## src/rtl/rt_pkg.sv

```systemverilog
// Shared types and constants for the reaction-timer sequencing controller.
// Latency: n/a (declarations only).
// Backpressure: n/a.
package rt_pkg;

    typedef enum logic [1:0] {
        IDLE = 2'd0,
        WAIT = 2'd1,
        GO   = 2'd2,
        DONE = 2'd3
    } state_t;

    // Millisecond counter / result width: covers the 4-digit display range.
    typedef logic [13:0] ms_t;

    localparam logic [15:0] LFSR_SEED = 16'hACE1;
    // Right-shifting Galois form of x^16+x^14+x^13+x^11+1:
    // exponent e maps to mask bit e-1.
    localparam logic [15:0] LFSR_TAPS = 16'hB400;

    function automatic logic [15:0] lfsr_advance(input logic [15:0] cur);
        lfsr_advance = cur[0] ? ((cur >> 1) ^ LFSR_TAPS) : (cur >> 1);
    endfunction

endpackage

```

## src/rtl/ms_tick_gen.sv

```systemverilog
// Tick enable generator: one-cycle tick every DIV cycles while en is high.
// Latency: first tick DIV cycles after en rises (counter starts from 0).
// Backpressure: none; dropping en clears the phase so the next run realigns.
// Ports: clk, rst_n (async active-low), en (run/clear), tick (1-cycle pulse).
module ms_tick_gen #(
    parameter int DIV = 10
) (
    input  logic clk,
    input  logic rst_n,
    input  logic en,
    output logic tick
);

    localparam int CW = (DIV > 1) ? $clog2(DIV) : 1;
    localparam logic [CW-1:0] LAST = CW'(DIV - 1);

    logic [CW-1:0] cnt;

    // Plain enable counter in the clk domain; no divided clock leaves here.
    always_ff @(posedge clk or negedge rst_n) begin
        if (!rst_n) begin
            cnt <= '0;
        end else if (!en || (cnt == LAST)) begin
            cnt <= '0;
        end else begin
            cnt <= cnt + 1'b1;
        end
    end

    assign tick = en && (cnt == LAST);

endmodule

```

## src/rtl/reaction_ctrl.sv

```systemverilog
// Reaction-timer sequencer: random foreperiod, GO LED, ms reaction measurement.
// Latency: start/stop sampled at edge N take effect on outputs from N+1.
// Backpressure: none; start ignored while busy, stop ignored when not busy.
// Ports: clk, rst_n (async active-low), start/stop (1-cycle pulses in);
//        led_go, busy, result_ms, result_valid, early, timeout (out).
module reaction_ctrl
    import rt_pkg::*;
#(
    parameter int CLK_HZ       = 100_000_000,
    parameter int TICK_HZ      = 1000,
    parameter int MIN_DELAY_MS = 1000,
    parameter int RAND_BITS    = 12,
    parameter int MAX_RT_MS    = 9999
) (
    input  logic        clk,
    input  logic        rst_n,
    input  logic        start,
    input  logic        stop,
    output logic        led_go,
    output logic        busy,
    output logic [13:0] result_ms,
    output logic        result_valid,
    output logic        early,
    output logic        timeout
);

    localparam int  DIV    = CLK_HZ / TICK_HZ;
    localparam ms_t MAX_RT = ms_t'(MAX_RT_MS);

    // Parameter sanity: integer divider of at least 2, and the 14-bit counter
    // can never wrap in either WAIT or GO.
    if ((TICK_HZ <= 0) || (CLK_HZ % TICK_HZ != 0) || (CLK_HZ / TICK_HZ < 2)) begin : g_bad_div
        $error("reaction_ctrl: CLK_HZ/TICK_HZ must be an integer >= 2");
    end
    if ((RAND_BITS < 1) || (RAND_BITS > 13) || (MIN_DELAY_MS < 1) ||
        (MIN_DELAY_MS + (1 << RAND_BITS) - 1 >= (1 << 14))) begin : g_bad_delay
        $error("reaction_ctrl: foreperiod does not fit the 14-bit counter");
    end
    if ((MAX_RT_MS < 1) || (MAX_RT_MS >= (1 << 14))) begin : g_bad_max
        $error("reaction_ctrl: MAX_RT_MS does not fit the 14-bit counter");
    end

    state_t      state;
    logic        realign;   // one extra WAIT cycle with the tick counter held clear
    ms_t         ms_cnt;
    ms_t         delay_ms;
    logic [15:0] lfsr;
    logic        tick;
    logic        tick_en;

    assign tick_en = ((state == WAIT) && !realign) || (state == GO);

    ms_tick_gen #(
        .DIV (DIV)
    ) u_tick (
        .clk   (clk),
        .rst_n (rst_n),
        .en    (tick_en),
        .tick  (tick)
    );

    // Status outputs decode straight from the state register.
    assign led_go       = (state == GO);
    assign busy         = (state == WAIT) || (state == GO);
    assign result_valid = (state == DONE);

    always_ff @(posedge clk or negedge rst_n) begin
        if (!rst_n) begin
            state     <= IDLE;
            realign   <= 1'b0;
            ms_cnt    <= '0;
            delay_ms  <= '0;
            result_ms <= '0;
            early     <= 1'b0;
            timeout   <= 1'b0;
            lfsr      <= LFSR_SEED;
        end else begin
            // Free-running: the foreperiod depends on when start arrives.
            lfsr <= lfsr_advance(lfsr);

            case (state)
                IDLE, DONE: begin
                    // start beats a simultaneous stop; stop alone is ignored here.
                    if (start) begin
                        state    <= WAIT;
                        realign  <= 1'b0;
                        delay_ms <= ms_t'(MIN_DELAY_MS) + ms_t'(lfsr[RAND_BITS-1:0]);
                        ms_cnt   <= '0;
                        early    <= 1'b0;
                        timeout  <= 1'b0;
                    end
                end

                WAIT: begin
                    // stop has priority over the tick, including the expiry
                    // tick and the realignment cycle: anything before GO is early.
                    if (stop) begin
                        state     <= DONE;
                        early     <= 1'b1;
                        result_ms <= '0;
                        realign   <= 1'b0;
                    end else if (realign) begin
                        state   <= GO;
                        realign <= 1'b0;
                        ms_cnt  <= '0;
                    end else if (tick) begin
                        if ((ms_cnt + 14'd1) == delay_ms) begin
                            realign <= 1'b1;
                            ms_cnt  <= '0;
                        end else begin
                            ms_cnt <= ms_cnt + 14'd1;
                        end
                    end
                end

                GO: begin
                    // A stop coinciding with a tick reports the pre-tick count.
                    if (stop) begin
                        state     <= DONE;
                        result_ms <= ms_cnt;
                    end else if (tick) begin
                        if ((ms_cnt + 14'd1) == MAX_RT) begin
                            state     <= DONE;
                            result_ms <= MAX_RT;
                            timeout   <= 1'b1;
                        end else begin
                            ms_cnt <= ms_cnt + 14'd1;
                        end
                    end
                end

                default: state <= IDLE;
            endcase
        end
    end

endmodule
```

## config.mk

```make
export PLATFORM = sky130hd
export DESIGN_NAME = reaction_ctrl
export DESIGN_NICKNAME = d
export VERILOG_FILES = /design/src/rtl/rt_pkg.sv /design/src/rtl/ms_tick_gen.sv /design/src/rtl/reaction_ctrl.sv
export SDC_FILE = /design/constraint.sdc
export NUM_CORES = 1
export LEC_CHECK = 0
export ABC_AREA = 1
export CELL_PAD_IN_SITES_DETAIL_PLACEMENT = 0
export CELL_PAD_IN_SITES_GLOBAL_PLACEMENT = 1
export CORE_MARGIN = 10
export CORE_UTILIZATION = 41
export DETAILED_ROUTE_END_ITERATION = 10
export PLACE_DENSITY = 0.75
export SYNTH_ARGS = -nofsm -noshare
export SYNTH_HDL_FRONTEND = slang
export SYNTH_SLANG_ARGS = --single-unit
```

## constraint.sdc

```tcl
create_clock -name clk -period 1.8 [get_ports clk]
set_input_delay 0.36 -clock clk [delete_from_list [all_inputs] [get_ports clk]]
set_output_delay 0.36 -clock clk [all_outputs]
set_load 0.01 [all_outputs]
```

==> results of run 1 <==
[cell usage after synthesis (4+ instances only)]
cell type  number
a31oi_1         4
dfrtp_1        71
nor2_2          4
o21ai_0        16
buf_6           4
clkbuf_1        6
nor3_1          9
nand4_1        28
nor2_1         63
dfstp_2         8
nand2_2         9
xor2_1          8
a21oi_1        20
nand3_2        13
nand3_1        39
ha_1            7
nand2_1       169
inv_1          57
[state kept, by name, summed over array words and instances, names as in the netlist]
signal      count
delay_ms       13
realign         1
state           2
ms_cnt         14
early           1
u_tick.cnt     17
timeout         1
lfsr           16
result_ms      14
[cell families after synthesis]
kind of cell,after synthesis
compound gates,49
xor+xnor,8
simple gates,355
flops,79
buf+inv,73
fa+ha+maj,7
[worst max path at each step]
stage,start,to,slack (ps)
final,ms_cnt[1],ms_cnt[7],-380
after global routing,ms_cnt[0],result_ms[11],-480
after CTS,ms_cnt[0],ms_cnt[7],-320
after detailed placement,ms_cnt[1],ms_cnt[7],-410
after global placement,ms_cnt[1],ms_cnt[6],-370
after floorplan,ms_cnt[1],ms_cnt[10],-70
[power by group through the flow]
stage          clock network (mW)  logic (mW)  registers [mW]
2_1_floorplan                   0        1.66            2.20
3_3_place_gp                    0        2.91            2.18
3_5_place_dp                    0        2.97            2.19
4_1_cts                      1.39        3.47            2.14
5_1_grt                      1.48        4.23            2.19
6_report                     1.35        3.90            2.16
[per-stage QoR]
stage | utilization (%) | power, mW
floorplan | - | 3.86
global placement | 54.1 | 5.09
detailed placement | 54.1 | 5.16
CTS | 59.5 | 7.01
global route | 63.3 | 7.90
finish | 63.3 | 7.41
[cells in the final DEF, fill, tap and decap left out, types with 4 or more instances in the layout]
cell,count
dfrtp_2,5
dfrtp_1,66
a21oi_1,18
nor3_2,4
nor2_4,21
nand2_4,9
o21ai_0,11
nor2_2,17
clkbuf_8,9
nor3_1,5
a31oi_1,4
o21ai_1,5
clkdlybuf4s50_1,18
inv_1,51
buf_6,13
nand3_1,26
nand4_1,28
nor2_1,32
inv_2,6
nand2_2,30
nand2_1,142
buf_4,112
dfstp_2,8
nand3_2,26
xor2_1,8
buf_12,6
[layout make-up]
type	instances	share of cell area, %
Sequential cell	79	30.2
Timing Repair Buffer	153	20.1
Tap cell	136	2.58
Multi-Input combinational cell	423	40.6
Inverter	59	3.45
Clock buffer	10	1.94
Clock inverter	6	1.06
[timing repair]
action | 4_1_cts | 5_1_grt
setup endpoints to repair | 41 | 50
gates resized for setup | 60 | 90
hold buffers | 1 | 0
hold endpoints to repair | 28 | 0
setup buffers | 17 | 12
gates cloned | 3 | 2
pin swaps | 29 | 52
[per-layer routing]
| layer | track usage, % | vias to the layer above |
|---|---|---|
| met3 | 3.62 | 20 |
| met5 | 0 | - |
| met1 | 20.8 | 2204 |
| met2 | 30.0 | 110 |
| li1 | - | 2186 |
| met4 | 7.05 | 0 |
==> impl_summary.txt, run 1 <==
----------------------------------------------------
[Synthesis]
  Synthesized-area fraction occupied by adder cells ... 1.97%
  Synth Warn # ... 0
  Top_reg_cell synth ... dfrtp_1
  Count of different cell masters after synthesis ... 39
  Share of flip-flops with an asynchronous set or reset ... 100%
  Seq/Total Area, Yosys ... 44.8%
  Post-synth net total ... 582
  Portion of netlist area occupied by mux cells ... 0%
  Post-Synthesis Cells ... around 570
  Number of register bits inferred by synthesis ... slightly below 80
  Fraction of the mapped netlist area in compound gates ... just over 6%
  Parity-gate share of the synthesized area counting xor and xnor cells ... 1.58%
  Simple-gate share of the synthesized area ... 38.6%
  Library cell occupying the most area in the post-synthesis netlist ... dfrtp_1
  Netlist area before placement ... 4440 um^2
  Combinational family with the most area after synthesis ... simple AND/OR/NAND/NOR gates
  Mean area per synthesized cell ... between 7 and 8 um^2
  Main area contributors after synthesis ... dfrtp_1, nand2_1, nor2_1, inv_1, dfstp_2
  Area share of the largest cell type after synthesis ... between 40% and 50%
  Number of enable flip-flop cells after synthesis ... 0

[Place]
  RePlAce Congestion ... a little under 0.9
  Total cell area at the placement stage ... 5630 um^2
  Worst slack at placement ... -409 ps
  Total of buffers placed on input and output ports ... 22
  HPWL after DPL ... between 9000 and 10000 um
  Count of placed standard cells including taps ... around 820

[Cells and area]
  Fraction of layout instances using a drive strength above 1 ... 41.0%
  P&R area growth vs syn ... 48.5%
  Number of standard cells in the layout, taps in and fillers out ... between 800 and 900
  Fillers ... about 890
  Total Nets Final ... around 740
  Area of all placed cells without fillers ... between 6000 and 7000 um^2
  Register area ... between 1500 and 2000 um^2
  Area of the multi-input gates ... about 2700 um^2
  # diodes ... 0

[STA]
  Part of the cycle the worst path needs ... 121%
  Total count of max-transition violations in the final report ... 0
  Post-Route Setup TNS ... -11540 ps
  Finish-stage setup viols ... 36
  Fin crit period ... ~2200 ps
  Hold_ws ... approximately 360 ps
  Clock Skews ... between 10 and 15 ps
  Unrepaired setup endpoints after global routing ... true
  Peak clock frequency supported by timing ... between 400 and 500 MHz
  Hold Vio Cnt, Final ... 0
  Actual transition at the worst max-transition pin ... around 440 ps
  Crit path setup slack, layout ... -379 ps
  Normalized max-slew margin ... between 70% and 80%

[Power and ir drop]
  Share of total power in combinational logic ... 52.7%
  Total power density per cell area ... roughly 1100 nW/um^2
  Part of the total power dissipated in the clock network ... a little under a fifth
  Internal ... 4.34 mW
  Largest vdd supply drop ... slightly above 0.7 mV
  Proportion of total power due to net switching ... between 40% and 50%
  Sequential fraction of design power ... approximately 30%
  Switching power total ... 3.07 mW
  Static Leakage ... around 3.1 nW

[Routing]
  Number of detailed-route iterations in the first pass ... 6
  Number of remaining DRC errors ... 0
  Post-DR vias/cell ... around 5.2
  Top sig layer ... met4
  DRT antenna net count ... 0
  Wire length after detailed routing ... 13300 um
  Drt initial violations ... 327
  Met1 layer wirelength in the final routing ... approximately 5600 um
  WL met3 ... ~580 um
  Detailed route wirelength on metal2 ... slightly below 7000 um
  Total vias in the final route ... roughly 4500
  Wire length per cell ... ~15 um

[Status]
  Violated checks ... setup timing
  Status ... finished with violations

[Worst setup path]
  Worst path required time ... roughly 2100 ps
  Endpoint of the most critical register-to-register path ... ms_cnt[7]
  Logic depth of the worst register-to-register path ... 14
  Critical register-to-register path startpoint ... ms_cnt[1]
  Startpoint type of the worst setup path ... flip-flop
  Critical Path Fanout Max ... 7
  Max stage delay cell, worst path ... dfrtp_2
  Crit path largest cell delay ... roughly 420 ps
  Cell type group with the largest total delay on the critical path ... simple AND/OR/NAND/NOR gates
  Number of buffer and inverter instances along the worst setup path ... 1
  Category of the critical setup timing path ... flip-flop to flip-flop
  Logic depth of the worst setup path including buffers ... 14
  Crit path DAT ... between 2000 and 2500 ps
  Type of destination of the critical path ... flip-flop
  Cell Chain, Critical Path ... buf_6, nand2_2, nor2_4, nand2_2, nand2_4, nand2_4, nor2_4, nand2_2, nor2_4, nand4_4, nand2_8, nor2_2, nand3_2, nand2_1
  Slack of the worst reg-to-reg path ... -380 ps

[Die]
  # rows ... 37
  Area enclosed by the die boundary ... ~15000 um^2
  Total core area ... approximately 10000 um^2
  Top-level I/O count ... 23
  Initial cell density of the core ... 42.6%
  Die span in x ... approximately 120 um
  Die boundary height ... 124 um

[CTS]
  Clk pin slew, worst setup/hold paths ... roughly 90 ps
  Number of H-tree levels ... 3
  Clock latency on the worst-skew pair ... between 300 and 400 ps
  Sink Count ... a little under 80
  Maximum count of clock buffers along a single path ... 2
  Clock root cell ... clkbuf_8
  CTS tree ... built
  Number of buffers inserted during clock tree synthesis ... 9

[Worst hold path]
  Origin of the worst min-delay path ... lfsr[12]
  Terminating pin of the worst hold path ... lfsr[11]
  Worst hold-check path type ... flip-flop to flip-flop
  Number of cells on the worst hold path ... 0

[GRT]
  Via count of the first global-routing pass ... roughly 4500
  Aggregate global routing overflow ... 0
  Initial antenna violation count ... 0
  Total routing usage reported by global routing ... between 10% and 20%
  Largest net degree at the start of global routing ... 31
  Wire length of the first global-routing pass ... 21200 um

[Job]
  Max Cap Violations ... 0

----------------------------------------------------
No activity file was read; power rests on OpenSTA's default activity.
==> inputs of run 2 (changes only) <==
--- a/config.mk
+++ b/config.mk
@@ -11,7 +11,7 @@
 export CORE_MARGIN = 10
 export CORE_UTILIZATION = 41
 export DETAILED_ROUTE_END_ITERATION = 10
-export PLACE_DENSITY = 0.75
+export PLACE_DENSITY_LB_ADDON = 0.1
 export SYNTH_ARGS = -nofsm -noshare
 export SYNTH_HDL_FRONTEND = slang
 export SYNTH_SLANG_ARGS = --single-unit
==> run 2 against run 1 <==
Critical path type unchanged. Flip-flop and latch count stayed put. Total power is 0.36% lower. Critical path depth is 1 lower. The run still ends with setup timing left.
==> impl_summary.txt, run 2 (synthesized netlist as in run 1, its figures left out) <==
----------------------------------------------------
[Routing]
  DRT antenna net count ... 0
  Number of remaining DRC errors ... 0
  Drt initial violations ... 232
  Post-DR vias/cell ... approximately 5.0
  Number of detailed-route iterations in the first pass ... 4
  Wire length after detailed routing ... approximately 13000 um
  Total vias in the final route ... about 4400
  Wire length per cell ... roughly 15 um

[STA]
  Finish-stage setup viols ... 32
  Clock Skews ... between 10 and 15 ps
  Total count of max-transition violations in the final report ... 0
  Crit path setup slack, layout ... -365 ps
  Normalized max-slew margin ... between 60% and 70%
  Peak clock frequency supported by timing ... about 460 MHz
  Part of the cycle the worst path needs ... 120%
  Fin crit period ... about 2200 ps
  Hold Vio Cnt, Final ... 0
  Actual transition at the worst max-transition pin ... 453 ps
  Unrepaired setup endpoints after global routing ... true

[Power and ir drop]
  Sequential fraction of design power ... between 20 and 30%
  Part of the total power dissipated in the clock network ... about 18%
  Total power density per cell area ... between 1000 and 1500 nW/um^2
  Static Leakage ... roughly 3.1 nW
  Switching power total ... approximately 3.1 mW
  Power, Total ... 7.38 mW
  Proportion of total power due to net switching ... between 40% and 50%
  Share of total power in combinational logic ... about 53%
  Largest vdd supply drop ... 0.652 mV
  Internal ... 4.33 mW

[GRT]
  Initial antenna violation count ... 0
  Largest net degree at the start of global routing ... 33
  Aggregate global routing overflow ... 0
  Total routing usage reported by global routing ... 17.3%
  Via count of the first global-routing pass ... approximately 4300
  Wire length of the first global-routing pass ... between 20000 and 25000 um

[Worst setup path]
  Worst path required time ... roughly 2100 ps
  Cell type group with the largest total delay on the critical path ... simple AND/OR/NAND/NOR gates
  Launch point of the worst path ... ms_cnt[1]
  Slack of the worst reg-to-reg path ... -360 ps
  Endpoint of the most critical register-to-register path ... result_ms[12]
  Crit path DAT ... 2420 ps
  Max stage delay cell, worst path ... dfrtp_2
  Logic depth of the worst setup path including buffers ... 13
  Most frequent cell on the critical path ... nand2_2
  Type of destination of the critical path ... flip-flop
  Critical register-to-register path startpoint ... ms_cnt[1]
  Crit path largest cell delay ... around 420 ps
  Logic depth of the worst register-to-register path ... 13
  Number of buffer and inverter instances along the worst setup path ... 2
  Cell Chain, Critical Path ... buf_6, nand2_2, nor2_4, nand3_2, nand2_2, buf_6, nand4_1, nor2_2, nand3_4, nand2_8, nand3_4, nand2_2, nand2_2
  Startpoint type of the worst setup path ... flip-flop
  Critical Path End ... result_ms[12]
  Critical Path Fanout Max ... 7
  Category of the critical setup timing path ... flip-flop to flip-flop

[CTS]
  Number of buffers inserted during clock tree synthesis ... 9
  Number of H-tree levels ... 3
  Clk pin slew, worst setup/hold paths ... about 100 ps
  CTS tree ... built
  Clock root cell ... clkbuf_8
  Clock latency on the worst-skew pair ... approximately 360 ps
  Maximum count of clock buffers along a single path ... 2
  Sink Count ... between 70 and 80

[Place]
  Total cell area at the placement stage ... 5700 um^2
  RePlAce Congestion ... around 0.9
  HPWL after DPL ... just over 9000 um
  Worst slack at placement ... -450 ps
  Total of buffers placed on input and output ports ... 22

[Cells and area]
  Area of the multi-input gates ... around 2600 um^2
  Most common cell after layout, fill and taps aside ... nand2_1
  Area of all placed cells without fillers ... around 6700 um^2
  Register area ... 1990 um^2
  Final standard cell utilization of the core ... roughly 64%
  Fillers ... about 920
  Fraction of layout instances using a drive strength above 1 ... between 30% and 40%
  Most frequent cells in the layout ... nand2_1, buf_4, dfrtp_1
  Biggest registers after layout ... u_tick.cnt (17), lfsr (16)
  Biggest register ... u_tick.cnt
  # diodes ... 0
  Total Nets Final ... about 750
  P&R area growth vs syn ... 49.9%
  Max reg flops ... 17

[Worst hold path]
  Worst hold-check path type ... flip-flop to flip-flop

[Die]
  Total core area ... 10400 um^2
  Area enclosed by the die boundary ... approximately 15000 um^2
  Die boundary height ... ~120 um
  Die span in x ... ~120 um
  Initial cell density of the core ... 42.6%
  Top-level I/O count ... 23
  # rows ... 37

[Job]
  Max Cap Violations ... 0

[Status]
  Status ... finished with violations
  Violated checks ... setup timing

----------------------------------------------------
==> run 2: cell types whose count changed in the layout (fill, tap and decap cells not counted), moves of 3 or more <==
cell,change
nor2_1,+8
buf_4,+6
nor2_2,-6
buf_6,+5
nand3_2,-5
inv_1,+3
inv_2,-3
nand3_4,+3
==> run 2: power by group through the flow <==
stage	clock network, mW	logic [mW]	registers [mW]
after floorplan	0	1.66	2.20
after global placement	0	3.03	2.18
after detailed placement	0	3.07	2.19
after CTS	1.32	3.45	2.14
after global routing	1.40	4.30	2.19
final	1.29	3.93	2.17
==> run 2: worst min path at each step <==
stage,startpoint,slack [ps],end,cells past startpoint
6_report,lfsr[12],370,lfsr[11],0
5_1_grt,lfsr[12],390,lfsr[11],0
4_1_cts,lfsr[12],380,lfsr[11],0
3_5_place_dp,rst_n,340,u_tick.cnt[16],1
3_3_place_gp,rst_n,340,u_tick.cnt[16],1
2_1_floorplan,rst_n,60,delay_ms[0],0
==> run 2: routing by layer <==
layer  wire length, um  part of all wire, %  vias up  track usage (%)
li1                  -                    -     2213                -
met1              5670                   43     2112             21.1
met2              6790                   52       61             29.6
met3               453                  3.4       19             3.26
met4               244                  1.9        0             6.33
met5                 0                    0        -                0
==> run 2: timing repair <==
action                                 CTS  global route
gates cloned                             5             1
endpoints found under the hold margin   27             0
gates resized for setup                 62            74
buffers inserted                        18             9
hold buffers                             1             0
setup endpoints to repair               41            51
pin swaps                               43            43
==> run 2: stage by stage <==
| step | std cells | TNS (ps) | hold WS (ps) |
|---|---|---|---|
| floorplan | 571 | -1200 | 64.4 |
| CTS | 867 | -9590 | 381 |
| global placement | 827 | -11480 | 336 |
| detailed placement | 827 | -12480 | 341 |
| finish | 877 | -10630 | 371 |
| global route | 877 | -15290 | 385 |
==> run 2: area by class of cell <==
type,instances,share of cell area (%)
Clock inverter,7,0.940
Tap cell,136,2.56
Timing Repair Buffer,164,21.5
Clock buffer,9,1.86
Inverter,59,3.42
Multi-Input combinational cell,423,39.8
Sequential cell,79,29.9
